==> config.mk <==
export PLATFORM = sky130hd
export DESIGN_NAME = mem_wb_stage_flat
export DESIGN_NICKNAME = d
export VERILOG_FILES = /design/src/rtl/mem_wb_stage_if.sv /design/src/rtl/mem_wb_stage.sv /design/src/flat_wrapper.sv
export SDC_FILE = /design/constraint.sdc
export NUM_CORES = 1
export LEC_CHECK = 0
export ABC_AREA = 1
export BUFFER_PORTS_ARGS = -buffer_cell sky130_fd_sc_hd__buf_2
export CAP_MARGIN = 20
export CORE_MARGIN = 8
export CORE_UTILIZATION = 54
export CTS_CLUSTER_DIAMETER = 60
export DETAILED_ROUTE_END_ITERATION = 8
export GPL_ROUTABILITY_DRIVEN = 0
export PLACE_DENSITY = 0.86
export SLEW_MARGIN = 20
export SYNTH_ARGS = -nofsm -noshare
export SYNTH_HDL_FRONTEND = slang
export SYNTH_SLANG_ARGS = --single-unit
==> constraint.sdc <==
create_clock -name clock -period 3.05 [get_ports clock]
set_input_delay 0.305 -clock clock [delete_from_list [all_inputs] [get_ports clock]]
set_output_delay 0.305 -clock clock [all_outputs]
set_load 0.01 [all_outputs]
==> src/rtl/mem_wb_stage_if.sv <==
// MEM->WB bus: instruction fields entering the stage and registered/writeback fields leaving it.
interface mem_wb_stage_if #(
    parameter int DATA_W     = 64,
    parameter int REG_ADDR_W = 5
);
    logic                  valid_in;
    logic [DATA_W-1:0]     read_data_in;
    logic [DATA_W-1:0]     alu_result_in;
    logic [REG_ADDR_W-1:0] rd_in;
    logic                  reg_write_in;
    logic                  mem_to_reg_in;
    logic [1:0]            load_size_in;
    logic                  load_signed_in;

    logic                  valid_uit;
    logic [DATA_W-1:0]     read_data_uit;
    logic [DATA_W-1:0]     alu_result_uit;
    logic [REG_ADDR_W-1:0] rd_uit;
    logic                  wb_en_uit;
    logic [DATA_W-1:0]     wb_data_uit;

    modport master (
        output valid_in, read_data_in, alu_result_in, rd_in, reg_write_in,
               mem_to_reg_in, load_size_in, load_signed_in,
        input  valid_uit, read_data_uit, alu_result_uit, rd_uit, wb_en_uit, wb_data_uit
    );

    modport slave (
        input  valid_in, read_data_in, alu_result_in, rd_in, reg_write_in,
               mem_to_reg_in, load_size_in, load_signed_in,
        output valid_uit, read_data_uit, alu_result_uit, rd_uit, wb_en_uit, wb_data_uit
    );
endinterface

==> src/rtl/mem_wb_stage.sv <==
// MEM/WB pipeline register: load extension, writeback select, XZR write suppression
// and saturating retire/bubble counters.
module mem_wb_stage #(
    parameter int DATA_W     = 64,
    parameter int REG_ADDR_W = 5,
    parameter int ZERO_REG   = 31,
    parameter int CNT_W      = 32
) (
    input  logic             clock,
    input  logic             reset,
    input  logic             stall,
    input  logic             flush,
    input  logic             clear_counters,
    mem_wb_stage_if.slave    bus,
    output logic [CNT_W-1:0] retired_count,
    output logic [CNT_W-1:0] bubble_count
);
    localparam logic [REG_ADDR_W-1:0] LP_ZERO_REG = REG_ADDR_W'(ZERO_REG);
    localparam logic [CNT_W-1:0]      LP_CNT_MAX  = '1;
    localparam logic [CNT_W-1:0]      LP_CNT_ONE  = CNT_W'(1);

    logic                  r_valid;
    logic [DATA_W-1:0]     r_read_data;
    logic [DATA_W-1:0]     r_alu_result;
    logic [REG_ADDR_W-1:0] r_rd;
    logic                  r_reg_write;
    logic                  r_mem_to_reg;
    logic [1:0]            r_load_size;
    logic                  r_load_signed;
    logic [CNT_W-1:0]      r_retired;
    logic [CNT_W-1:0]      r_bubble;

    logic [DATA_W-1:0]     w_word_ext;
    logic [DATA_W-1:0]     w_load_ext;

    always_ff @(posedge clock or negedge reset) begin
        if (!reset) begin
            r_valid       <= 1'b0;
            r_read_data   <= '0;
            r_alu_result  <= '0;
            r_rd          <= '0;
            r_reg_write   <= 1'b0;
            r_mem_to_reg  <= 1'b0;
            r_load_size   <= 2'b00;
            r_load_signed <= 1'b0;
        end else if (flush) begin
            r_valid       <= 1'b0;
            r_read_data   <= '0;
            r_alu_result  <= '0;
            r_rd          <= '0;
            r_reg_write   <= 1'b0;
            r_mem_to_reg  <= 1'b0;
            r_load_size   <= 2'b00;
            r_load_signed <= 1'b0;
        end else if (!stall) begin
            r_valid       <= bus.valid_in;
            r_read_data   <= bus.read_data_in;
            r_alu_result  <= bus.alu_result_in;
            r_rd          <= bus.rd_in;
            r_reg_write   <= bus.reg_write_in;
            r_mem_to_reg  <= bus.mem_to_reg_in;
            r_load_size   <= bus.load_size_in;
            r_load_signed <= bus.load_signed_in;
        end
    end

    // On a 32-bit datapath a word load is already full width.
    generate
        if (DATA_W > 32) begin : g_word_ext
            assign w_word_ext = {{(DATA_W-32){r_load_signed & r_read_data[31]}}, r_read_data[31:0]};
        end else begin : g_word_pass
            assign w_word_ext = r_read_data;
        end
    endgenerate

    always_comb begin
        w_load_ext = r_read_data;
        case (r_load_size)
            2'b00:   w_load_ext = {{(DATA_W-8){r_load_signed & r_read_data[7]}}, r_read_data[7:0]};
            2'b01:   w_load_ext = {{(DATA_W-16){r_load_signed & r_read_data[15]}}, r_read_data[15:0]};
            2'b10:   w_load_ext = w_word_ext;
            default: w_load_ext = r_read_data;
        endcase
    end

    // Counters look at the slot leaving the stage, so a flushed slot retires as a bubble.
    always_ff @(posedge clock or negedge reset) begin
        if (!reset) begin
            r_retired <= '0;
            r_bubble  <= '0;
        end else if (clear_counters) begin
            r_retired <= '0;
            r_bubble  <= '0;
        end else if (!stall) begin
            if (r_valid) begin
                if (r_retired != LP_CNT_MAX) r_retired <= r_retired + LP_CNT_ONE;
            end else begin
                if (r_bubble != LP_CNT_MAX) r_bubble <= r_bubble + LP_CNT_ONE;
            end
        end
    end

    assign bus.valid_uit      = r_valid;
    assign bus.read_data_uit  = r_read_data;
    assign bus.alu_result_uit = r_alu_result;
    assign bus.rd_uit         = r_rd;
    assign bus.wb_en_uit      = r_valid & r_reg_write & (r_rd != LP_ZERO_REG);
    assign bus.wb_data_uit    = r_mem_to_reg ? w_load_ext : r_alu_result;
    assign retired_count      = r_retired;
    assign bubble_count       = r_bubble;
endmodule

==> src/flat_wrapper.sv <==
// flat-port wrapper written by rule: the top's interface ports become plain ports
module mem_wb_stage_flat 
#(
    parameter int DATA_W     = 64,
    parameter int REG_ADDR_W = 5,
    parameter int ZERO_REG   = 31,
    parameter int CNT_W      = 32
)
  (clock, reset, stall, flush, clear_counters, retired_count, bubble_count, bus_valid_in, bus_read_data_in, bus_alu_result_in, bus_rd_in, bus_reg_write_in, bus_mem_to_reg_in, bus_load_size_in, bus_load_signed_in, bus_valid_uit, bus_read_data_uit, bus_alu_result_uit, bus_rd_uit, bus_wb_en_uit, bus_wb_data_uit);
  mem_wb_stage_if #(.DATA_W(DATA_W), .REG_ADDR_W(REG_ADDR_W)) bus_i ();
  input  logic clock;
  input  logic reset;
  input  logic stall;
  input  logic flush;
  input  logic clear_counters;
  output logic [CNT_W-1:0] retired_count;
  output logic [CNT_W-1:0] bubble_count;
  input wire logic [$bits(bus_i.valid_in)-1:0] bus_valid_in;
  input wire logic [$bits(bus_i.read_data_in)-1:0] bus_read_data_in;
  input wire logic [$bits(bus_i.alu_result_in)-1:0] bus_alu_result_in;
  input wire logic [$bits(bus_i.rd_in)-1:0] bus_rd_in;
  input wire logic [$bits(bus_i.reg_write_in)-1:0] bus_reg_write_in;
  input wire logic [$bits(bus_i.mem_to_reg_in)-1:0] bus_mem_to_reg_in;
  input wire logic [$bits(bus_i.load_size_in)-1:0] bus_load_size_in;
  input wire logic [$bits(bus_i.load_signed_in)-1:0] bus_load_signed_in;
  output wire logic [$bits(bus_i.valid_uit)-1:0] bus_valid_uit;
  output wire logic [$bits(bus_i.read_data_uit)-1:0] bus_read_data_uit;
  output wire logic [$bits(bus_i.alu_result_uit)-1:0] bus_alu_result_uit;
  output wire logic [$bits(bus_i.rd_uit)-1:0] bus_rd_uit;
  output wire logic [$bits(bus_i.wb_en_uit)-1:0] bus_wb_en_uit;
  output wire logic [$bits(bus_i.wb_data_uit)-1:0] bus_wb_data_uit;
  assign bus_i.valid_in = bus_valid_in;
  assign bus_i.read_data_in = bus_read_data_in;
  assign bus_i.alu_result_in = bus_alu_result_in;
  assign bus_i.rd_in = bus_rd_in;
  assign bus_i.reg_write_in = bus_reg_write_in;
  assign bus_i.mem_to_reg_in = bus_mem_to_reg_in;
  assign bus_i.load_size_in = bus_load_size_in;
  assign bus_i.load_signed_in = bus_load_signed_in;
  assign bus_valid_uit = bus_i.valid_uit;
  assign bus_read_data_uit = bus_i.read_data_uit;
  assign bus_alu_result_uit = bus_i.alu_result_uit;
  assign bus_rd_uit = bus_i.rd_uit;
  assign bus_wb_en_uit = bus_i.wb_en_uit;
  assign bus_wb_data_uit = bus_i.wb_data_uit;
  mem_wb_stage #(.DATA_W(DATA_W), .REG_ADDR_W(REG_ADDR_W), .ZERO_REG(ZERO_REG), .CNT_W(CNT_W)) u_core (.clock(clock), .reset(reset), .stall(stall), .flush(flush), .clear_counters(clear_counters), .bus(bus_i), .retired_count(retired_count), .bubble_count(bubble_count));
endmodule
## After elaboration in Yosys (flattened, before gate mapping)

Cells that the tools add are included.

| word-level totals | value |
|---|---|
| bits in registers | 203 |
| output and inout bits | 263 |

| cells by class | value |
|---|---|
| $add $sub $neg | 2 |
| eq/ne operators | 8 |
| mux-type cells | 26 |
| bitwise gates (word level) | 5 |
| reduce and logical (&&, ||, !) cells | 6 |

Operators with widths:

| kind | count |
|---|---|
| two-way mux 64 bit | 5 |
| two-way mux 32 bit | 8 |
| one-hot mux 64 bit (3 select lines) | 1 |
| adder 32 x 1 -> 32 bit, second input constant | 2 |
| != test 32 bit, second input constant | 2 |
| two-way mux 5 bit | 2 |
| two-way mux 1 bit | 8 |
| AND reduction 3 bit | 2 |
| nonzero test 2 bit | 3 |
| bitwise AND 1 bit | 5 |
| != test 5 bit, second input constant | 1 |
| two-way mux 2 bit | 2 |
| != test 2 x 1 -> 1 bit, second input constant | 2 |
| equality test 2 x 1 -> 1 bit, second input constant | 1 |
| equality test 2 bit, second input constant | 1 |
| logical NOT 2 bit | 1 |
| != test 2 bit, second input constant | 1 |

## Depth between registers and ports, before layout

| depth | value |
|---|---|
| word-level depth | 5 |
| mapped depth | 12 |

## Worst setup path before layout

OpenSTA, ideal clock, no wires.

| timing | value |
|---|---|
| path kind | reg2out |
| start | register u_core.r_load_size[1] |
| end | output bus_wb_data_uit[33] |
| arrival time | 1.444 ns |
| setup slack | 1.301 ns |
| stages on the path, launching flop included | 9 |
| buffers on the path | 1 |
| cells stage by stage | dfrtp_1 > inv_2 > nand2_1 > nor3_1 > nor2_2 > o21ai_1 > nand2_1 > buf_2 > a22oi_1 |

| on the way | value |
|---|---|
| cells in the longest elaborated chain, start to end | 3 |
| elaborated cells on any way between the ends | 5 |
| those cells by class | eq/ne: 2; mux: 2; reduce/logical: 1 |

RTL lines:

| item | RTL line | source |
|---|---|---|
| start, declared | mem_wb_stage.sv:28 | `logic [1:0] r_load_size;` |
| start signal, assigned | mem_wb_stage.sv:62 | `r_load_size <= bus.load_size_in;` |
| equality test 2 bit, or another cell as far along | mem_wb_stage.sv:78 | `case (r_load_size)` |
| one-hot mux 64 bit (3 select lines) (*) | mem_wb_stage.sv:78 |  |
| two-way mux 64 bit (*) | mem_wb_stage.sv:108 | `assign bus.wb_data_uit = r_mem_to_reg ? w_load_ext : r_alu_result;` |
| end, declared | flat_wrapper.sv:31 | `output wire logic [$bits(bus_i.wb_data_uit)-1:0] bus_wb_data_uit;` |

Mark *: on every way between the ends. The rest lies on a longest branch, timed or not.

## Final worst setup path

| timing | value |
|---|---|
| start | register u_core.r_load_size[0] |
| end | output bus_wb_data_uit[52] |

The elaborated chain is that of the path after synthesis.

==> flow_summary.toml <==
[run_status]
outcome = "finished clean"

[setup_path]
start_kind = "register"
path_buf_inv = 3
reg2reg_depth = 9
rrSetupSlack_ps = 980
max_stage_delay_ps = 370
cpLargestDelayFamily = "simple AND/OR/NAND/NOR gates"
r2r-end = "u_core.retired_count[6]$_DFFE_PN0P_"
cp_max_fo = 22
cp_cell_sequence = "inv_1 > nand2_1 > nor3_2 > nor2_4 > o21ai_1 > nand2_2 > buf_4 > a22oi_1 > buf_2"
critPathRequiredTime_ps = 2740
criticalPathCategory = "register to output port"
critPathSlowestCell = "dfrtp_1"
reg2reg_from = "u_core.retired_count[1]$_DFFE_PN0P_"
crit_path_end_kind = "output port"
cp.arrival_ps = 2530

[drt]
drc = 0
dr_total_vias = 12190
drtIter0Drc = 1171
wl_per_cell_um = 18.54
firstDrtPassIters = 5
ant_nets = 0
wl_mm = 40.47
vias_per_cell = 5.586

[sta]
setup_tns_ps = 0
rsz0062_at_grt = "no"
fin_crit_sh_pct = 92.94
min_period_ps = 2835
maxSlewHeadroom_pct = 39.25
slew_viol_final = 0
setup_viol = 0
max_freq_mhz = 352.8
worst_slack_ps = 215.4
tightest_slew_ps = 911.3
hold_viol_final = 0
fin_skew_ps = 8.391

[die]
initial_core_util_pct = 55.05
rows = 52
core-area_sq_mm = 0.02030
die_area_sq_mm = 0.02556
ios = 407
die_x_um = 159.9
fp.dieH_um = 159.9

[global_route]
grt_start_max_net_pins = 134
grt_pass1_vias = 11990
grt_pass1_wl_mm = 64.45
grt_usage_pct = 30.76
grt_overflow_total = 0
antenna_found_initial = 5

[clock_network]
cts_setup_buffers = 0
clkTransAtPathRegs_ps = 70
tritoncts = "done"
numCtsBuffers = 24
insertion_delay_ps = 510
clock_sinks = 203
cts.path.max_buffers = 3
root_buffer = "clkbuf_16"
cts-htree-levels = 1

[power]
total_power_mw = 6.761
clkPwrFrac_pct = 43.3
seqPwrFrac_pct = 42.6
power_density_mw_per_mm2 = 473.4
p_leak_nw = 7.774
ir_worst_vdd_mv = 0.4226
swShare_pct = 27.25
combPwrFrac_pct = 14.1
internal-power_mw = 4.919
p_switching_mw = 1.842

[layout]
fillers = 1670
drive_gt1_share_pct = 26.74
syn_to_final_growth_pct = 27.81
layout.nets = 2043

[worst_hold_path]
hold_depth = 3
hold_path.class = "input port to register"
hold_start = "bus_read_data_in[0]"
holdPathEnd = "u_core.bus.read_data_uit[0]$_DFFE_PN0P_"

[logic_synthesis]
netlist_instances = 1526
synth_common_cells = "nand2_1, inv_1, dfrtp_1, nand3_1, o21ai_0"
ys.flop_type = "dfrtp_1"
yosys_warnings = 0
synth_cell_types = 35
yosysTopAreaCellShare_pct = 45.45
synth_edf_count = 0
yosysMostFrequentCell = "nand2_1"
syn_area_per_cell_sq_um = 7.324
synthTopCellsByArea = "dfrtp_1, nand2_1, nand3_1"
synth-seq-area-share_pct = 45.45
syn-cell-area_sq_mm = 0.01118
ys_ff_latch = 203
async_flop_share_pct = 100.0
syn_nets = 1672
synth_top_area_cell = "dfrtp_1"

[job]
cap_violations = 0

[placement]
dp_hpwl_mm = 29.89
place_ws_ps = 331.8
numPortBuffers = 406
## cell usage in the layout, fill, tap and decap left out, types with 3 or more instances in the layout
cell type	n
buf_2	405
nand2_1	351
inv_1	211
nand3_1	203
dfrtp_1	202
o21ai_0	147
nor2_1	119
nand4_1	45
a22oi_1	32
clkbuf_16	25
o21ai_1	21
o211ai_1	15
or2_2	12
buf_4	11
o22ai_1	8
a21oi_1	8
dlygate4sd3_1	8
nand2_4	7
nor2_2	7
nand2_2	7
xor2_1	7
nor2_4	6
clkinv_2	6
xnor2_1	5
buf_12	5
nand3b_1	4
o21bai_1	4
inv_2	3
bufinv_16	3
clkbuf_8	3
## area by class of cell
cell class | instances | area (sq um) | share of cell area, %
clock inverters | 11 | 136.4 | 0.9548
flip-flops and latches | 203 | 5081 | 35.57
repair buffers | 430 | 2303 | 16.13
well taps | 270 | 337.8 | 2.365
diodes | 2 | 5.005 | 0.03504
clock buffers | 29 | 660.6 | 4.625
multi-input cells | 1018 | 4918 | 34.43
inverters | 220 | 840.8 | 5.886
## power by group through the flow
stage,logic [mW],clock network [mW],registers (mW)
3_5_place_dp,0.937,0,2.93
5_1_grt,1.04,3.08,2.89
6_report,0.951,2.93,2.88
4_1_cts,0.952,2.97,2.88
2_1_floorplan,0.406,0,2.96
3_3_place_gp,0.924,0,2.92
## tightest hold or removal path, delay by kind of cell
family	cells	cell delay, ps
and+or+nand+nor	2	130
buffers and inverters	1	70
## worst max-delay path by stage
stage | slack [ps] | start | cells past startpoint | to
2_1_floorplan | 1300 | u_core.r_load_size[1]$_DFFE_PN0P_ | 8 | bus_wb_data_uit[33]
3_3_place_gp | 450 | u_core.r_load_size[0]$_DFFE_PN0P_ | 9 | bus_wb_data_uit[52]
6_report | 220 | u_core.r_load_size[0]$_DFFE_PN0P_ | 9 | bus_wb_data_uit[52]
5_1_grt | 10 | u_core.r_load_size[0]$_DFFE_PN0P_ | 9 | bus_wb_data_uit[52]
4_1_cts | 50 | u_core.r_load_size[0]$_DFFE_PN0P_ | 9 | bus_wb_data_uit[52]
3_5_place_dp | 330 | u_core.r_load_size[0]$_DFFE_PN0P_ | 9 | bus_wb_data_uit[52]
## timing repair
action | in CTS | in global routing
endpoints found under the setup margin | 22 | 22
hold endpoints to repair | 96 | 0
hold buffers | 8 | 0
gates resized for setup | 2 | 1
## logic make-up (layout without fill, tap and decap cells)
group / count (synthesis) / after routing / share of synthesized area, %
XOR/XNOR: 12 / 12 / 0.9404
other: 0 / 2 / 0
AND/OR/NAND/NOR: 766 / 766 / 30.68
flip-flops: 203 / 203 / 45.45
AO/OA/AOI/OAI: 238 / 238 / 11.99
adder cells (fa/ha/maj): 2 / 2 / 0.2239
buffers and inverters: 305 / 690 / 10.71
## metal layers
layer	vias to the layer above	share of wire (%)	global-route usage [%]	wire length (um)
met4	6	5.2	14.78	2099
met3	152	10	7.378	4119
met5	-	0.099	0	40
met1	5628	37	37.49	15130
li1	5693	-	-	-
met2	715	47	50.64	19080
## metrics by stage
stage | instance area [sq um] | hold WS (ps) | util, % | std cells
6_report | 14280 | 16.79 | 70.36 | 2183
5_1_grt | 14280 | 9.959 | 70.36 | 2183
4_1_cts | 14270 | 0.8765 | 70.32 | 2181
3_5_place_dp | 13390 | 431.7 | 65.96 | 2133
3_3_place_gp | 13390 | 417.6 | 65.96 | 2133
2_1_floorplan | 11180 | 9.409 | - | 1526
(Power assumes the default switching activity.)
